File: config.mk
export PLATFORM = sky130hd
export DESIGN_NAME = exe_result_buf
export DESIGN_NICKNAME = d
export VERILOG_FILES = /design/src/rtl/exe_pkg.sv /design/src/rtl/exe_buf_ptr.sv /design/src/rtl/exe_result_buf.sv
export SDC_FILE = /design/constraint.sdc
export NUM_CORES = 1
export LEC_CHECK = 0
export CAP_MARGIN = 10
export CELL_PAD_IN_SITES_DETAIL_PLACEMENT = 1
export CELL_PAD_IN_SITES_GLOBAL_PLACEMENT = 1
export CORE_MARGIN = 1.5
export CORE_UTILIZATION = 46
export CTS_CLUSTER_SIZE = 14
export DETAILED_ROUTE_END_ITERATION = 16
export PLACE_DENSITY = 0.87
export SLEW_MARGIN = 20
export SYNTH_ARGS = -nofsm -noshare
export SYNTH_HDL_FRONTEND = slang
export SYNTH_HIERARCHICAL = 1
export SYNTH_SLANG_ARGS = --single-unit
File: constraint.sdc
create_clock -name i_clk -period 4.8 [get_ports i_clk]
set_input_delay 0.96 -clock i_clk [delete_from_list [all_inputs] [get_ports i_clk]]
set_output_delay 0.96 -clock i_clk [all_outputs]
set_load 0.01 [all_outputs]
File: src/rtl/exe_pkg.sv
// Shared types for the execution unit and its result buffer: default widths,
// status code and the result entry layout.
package exe_pkg;

  localparam int EXE_M = 4;
  localparam int EXE_N = 2;

  typedef logic [1:0] status_t;

  localparam status_t ST_OK = 2'b00;

  typedef struct packed {
    logic [EXE_M-1:0] result;
    status_t          status;
    logic [EXE_N-1:0] oper;
  } exe_entry_t;

endpackage

File: src/rtl/exe_buf_ptr.sv
// Wrapping buffer pointer with one extra wrap bit; increments on i_inc,
// returns to zero on i_clr (synchronous) or i_rsn (asynchronous, active-high).
module exe_buf_ptr #(
  parameter int W = 3
) (
  input  logic         i_clk,
  input  logic         i_rsn,
  input  logic         i_inc,
  input  logic         i_clr,
  output logic [W-1:0] o_ptr
);

  // NOTE: state registers use non-blocking assignments so every flop samples
  // pre-edge values regardless of block evaluation order.
  always_ff @(posedge i_clk or posedge i_rsn) begin
    if (i_rsn) begin
      o_ptr <= '0;
    end else if (i_clr) begin
      o_ptr <= '0;
    end else if (i_inc) begin
      o_ptr <= o_ptr + W'(1);
    end
  end

endmodule

File: src/rtl/exe_result_buf.sv
// FIFO buffer between the execution unit and its consumer, with sticky error
// flag. Define EXE_RESULT_BUF_CNT_EN to add the saturating o_errcnt output.
module exe_result_buf
  import exe_pkg::*;
#(
  parameter int M     = EXE_M,
  parameter int N     = EXE_N,
  parameter int DEPTH = 4
) (
  input  logic                       i_clk,
  input  logic                       i_rsn,
  input  logic                       i_valid,
  input  logic [M-1:0]               i_result,
  input  logic [1:0]                 i_status,
  input  logic [N-1:0]               i_oper,
  output logic                       o_ready,
  output logic                       o_valid,
  output logic [M-1:0]               o_result,
  output logic [1:0]                 o_status,
  output logic [N-1:0]               o_oper,
  input  logic                       i_ready,
  input  logic                       i_clr,
  output logic [$clog2(DEPTH):0]     o_count,
  output logic                       o_full,
  output logic                       o_empty,
`ifdef EXE_RESULT_BUF_CNT_EN
  output logic                       o_err,
  output logic [7:0]                 o_errcnt
`else
  output logic                       o_err
`endif
);

  localparam int AW = $clog2(DEPTH);
  localparam int PW = AW + 1;

  typedef struct packed {
    logic [M-1:0] result;
    status_t      status;
    logic [N-1:0] oper;
  } entry_t;

  logic [PW-1:0] wr_ptr;
  logic [PW-1:0] rd_ptr;
  logic          wr_en;
  logic          rd_en;
  logic          bad_status;
  entry_t        mem [DEPTH];
  entry_t        head;

  // Flush wins over any transfer in the same cycle.
  assign wr_en      = i_valid && o_ready && !i_clr;
  assign rd_en      = o_valid && i_ready && !i_clr;
  assign bad_status = (i_status != ST_OK);

  exe_buf_ptr #(.W(PW)) u_tail (
    .i_clk (i_clk),
    .i_rsn (i_rsn),
    .i_inc (wr_en),
    .i_clr (i_clr),
    .o_ptr (wr_ptr)
  );

  exe_buf_ptr #(.W(PW)) u_head (
    .i_clk (i_clk),
    .i_rsn (i_rsn),
    .i_inc (rd_en),
    .i_clr (i_clr),
    .o_ptr (rd_ptr)
  );

  // NOTE: storage has no reset; validity is tracked entirely by the pointers,
  // which lets the array map onto plain RAM/regfile cells.
  always_ff @(posedge i_clk) begin
    if (wr_en) begin
      mem[wr_ptr[AW-1:0]] <= '{result: i_result, status: i_status, oper: i_oper};
    end
  end

  // Flags come from registered pointers only; i_ready never reaches o_ready.
  assign o_empty = (wr_ptr == rd_ptr);
  assign o_full  = (wr_ptr[AW] != rd_ptr[AW]) && (wr_ptr[AW-1:0] == rd_ptr[AW-1:0]);
  assign o_count = wr_ptr - rd_ptr;
  assign o_ready = !o_full;
  assign o_valid = !o_empty;

  assign head     = mem[rd_ptr[AW-1:0]];
  assign o_result = head.result;
  assign o_status = head.status;
  assign o_oper   = head.oper;

  always_ff @(posedge i_clk or posedge i_rsn) begin
    if (i_rsn) begin
      o_err <= 1'b0;
    end else if (i_clr) begin
      o_err <= 1'b0;
    end else if (wr_en && bad_status) begin
      o_err <= 1'b1;
    end
  end

`ifdef EXE_RESULT_BUF_CNT_EN
  always_ff @(posedge i_clk or posedge i_rsn) begin
    if (i_rsn) begin
      o_errcnt <= '0;
    end else if (i_clr) begin
      o_errcnt <= '0;
    end else if (wr_en && bad_status && (o_errcnt != 8'hFF)) begin
      o_errcnt <= o_errcnt + 8'd1;
    end
  end
`endif

endmodule

==> reports/qor.txt <==
status: complete, no violations
CTS resizes: 0
GR Util met1: 0.208
Die X: 62.9 um
Core ar.: 3390 sq um
combinational share of power: 0.122
largest area contributor in the netlist: edfxtp_1
sequential share of the synthesized area: 0.688
post-route design area: 2080 sq um
Initial Util: 0.487
register bit total from synthesis: 39
CTS tree: done
area of the multi-input gates: 453 sq um
Fin. Hold Viols: 0
RSZ-0062 raised after global routing: false
synthesized area: 1650 sq um
IR drop worst, VDD: 0.000280 V
post-synth cell types: 23
fin nets: 149
FF/Latch Area: 1140 sq um
crit-path max FO: 11
initial antenna violation count: 0
measured slew at the worst slew-check pin: 0.662 ns
CTS Buf Count: 5
All-Layer GR Usage: 0.191
worst setup path start: u_head/o_ptr[0]$_DFFE_PP0P_
final core occ: 0.613
total number of vias: 947
maximum clock frequency: 298 MHz
setup bufs post-CTS: 0
Initial DRT Pass Iterations: 4
die area: 3960 sq um
Setup CP Type: reg2out
Clk pwr share: 0.310
Hold/Removal Path Class: reg2reg
ys async rst share: 0.179
root buf cell: clkbuf_4
Worst-path clk slew: 0.11 ns
Pleak: 0.754 nW
GR Util met3: 0.0703
DRC violations left: 0
met2 Usage GRT: 0.335
pre-CTS setup slack: 1.79 ns
largest cells by area after synthesis: edfxtp_1 (58%), mux4_2 (11%), dfrtp_1 (11%), ha_1 (3.0%), inv_1 (2.5%)
global-route wire length before repair: 5.44 mm
Reg power frac: 0.568
GRT busiest layer: met2
syn nets: 112
Yosys top cell area share: 0.582
# IOs: 29
Area Growth Syn to Fin: 25.9%
PortBufs: 28
top-count cell post-synth: edfxtp_1
Slew Viols, Final: 0
Setup TNS: 0 ns
DP Wirelength: 2.37 mm
Hold Startpoint: o_err$_DFFE_PP0P_
htree depth: 2
skew final: 0.0105 ns
switch share: 0.215
Final Total Pwr: 0.672 mW
Crit. End Element: output port
CP required: 3.84 ns
final worst path period share: 0.700
diodes inserted: 0
total gr overflow: 0
Row Count: 21
Psw: 0.144 mW
WL/cell: 18.3 um
Fin Hold WS: 0.524 ns
CP Launch Type: flip-flop
vias per cell: 5.32
Final setup viols: 0
CTS Sinks: 39
most frequent cells after synthesis: edfxtp_1 (32), inv_1 (11), mux4_2 (8), dfrtp_1 (7), nor2_1 (5)
syn avg cell area: 17.6 sq um
Routed WL: 3.25 mm
Post-synth EDFFs: 32
Synth Warn #: 6
DRT iter0 DRCs: 19
Max-slew headroom: 0.558
Fillers: 313
vias in the first global route: 1081
dominant synthesized flop cell: edfxtp_1
Area after DPL: 2000 sq um
clock latency at the later pin of the worst-skew pair: 0.34 ns
Non-Filler Instances: 178
post-route worst setup slack: 1.44 ns
CTS Hold Bufs: 0
largest net degree at the start of global routing: 13
Final ANT Viol Nets: 0
Die Y-Extent: 62.9 um
Clock Tree Buf Depth: 2
placed insts: 170
r2r startpoint: u_head/o_ptr[0]$_DFFE_PP0P_
Final min period: 3.36 ns
internal power: 0.528 mW
gpl congestion: 0.780
max_cap viols: 0
PD cells: 323 nW/um^2
Synth Instances: 94
Worst EP arrival: 2.40 ns
share of post-route cells with drive strength above 1: 0.182
-- layout make-up --
type | count | share of cell area
Tap cell | 46 | 0.0277
Multi-Input combinational cell | 41 | 0.218
Sequential cell | 39 | 0.547
Clock buffer | 5 | 0.0181
Timing Repair Buffer | 32 | 0.149
Inverter | 12 | 0.0217
Clock inverter | 3 | 0.0187
-- cell usage in the layout (no fill, tap or decap) --
master	n
xnor2_1	3
mux2i_1	2
nor2b_1	1
inv_1	11
edfxtp_1	32
buf_4	4
nor2_1	5
a21bo_1	2
nand2_1	1
mux4_2	8
clkdlybuf4s50_1	28
nor3b_1	1
clkinv_1	1
bufinv_16	1
nor3_1	4
nand3b_1	2
nand3_2	1
fa_1	1
xnor2_2	1
ha_1	4
clkinv_2	1
inv_2	1
clkbuf_4	5
a21oi_1	3
dfrtp_1	7
o21ai_2	1
o221ai_2	1
-- routing by layer --
layer | vias up | share of wire | wire length (um)
met4 | 0 | 0.024 | 77
met1 | 480 | 0.39 | 1250
met5 | - | 0 | 0
li1 | 424 | - | -
met2 | 33 | 0.54 | 1770
met3 | 10 | 0.046 | 149
-- flip-flops by register name, summed over array words and instances, names as in the netlist --
register,flops
o_err,1
u_head/o_ptr,3
mem,32
u_tail/o_ptr,3
-- critical path: stages (launching register included) --
cell and delay [ns]:
dfrtp_1 0.76, ha_1 0.28, fa_1 0.42, inv_1 0.07, clkdlybuf4s50_1 0.53
-- logic make-up after synthesis --
kind of cell	share of synthesized area
AOI/OAI and AO/OA	0.0356
xor gates and xnor gates	0.0258
adders and majority gates	0.0425
buffers and inverters	0.0371
DFF	0.688
muxes	0.121
and+or+nand+nor	0.0493
-- power by group through the flow --
| stage | clock network [mW] | logic, mW | registers [mW] |
|---|---|---|---|
| after floorplan | 0 | 0.0397 | 0.386 |
| after global placement | 0 | 0.0789 | 0.389 |
| after detailed placement | 0 | 0.0826 | 0.389 |
| after CTS | 0.215 | 0.0834 | 0.382 |
| after global routing | 0.235 | 0.0878 | 0.383 |
| final | 0.208 | 0.0821 | 0.382 |
-- worst paths after layout --
| kind | to | slack [ns] | cells after the start |
|---|---|---|---|
| max in group asynchronous | u_tail/o_ptr[2]$_DFFE_PP0P_ | 3.82 | 2 |
| min | o_err$_DFFE_PP0P_ | 0.52 | 2 |
| min reg2reg | o_err$_DFFE_PP0P_ | 0.52 | 2 |
| min in group asynchronous | o_err$_DFFE_PP0P_ | 0.82 | 2 |
| max reg2reg | u_head/o_ptr[1]$_DFFE_PP0P_ | 2.47 | 6 |
| max | o_count[1] | 1.44 | 4 |
Note: power is estimated with default switching activity, not from simulation.
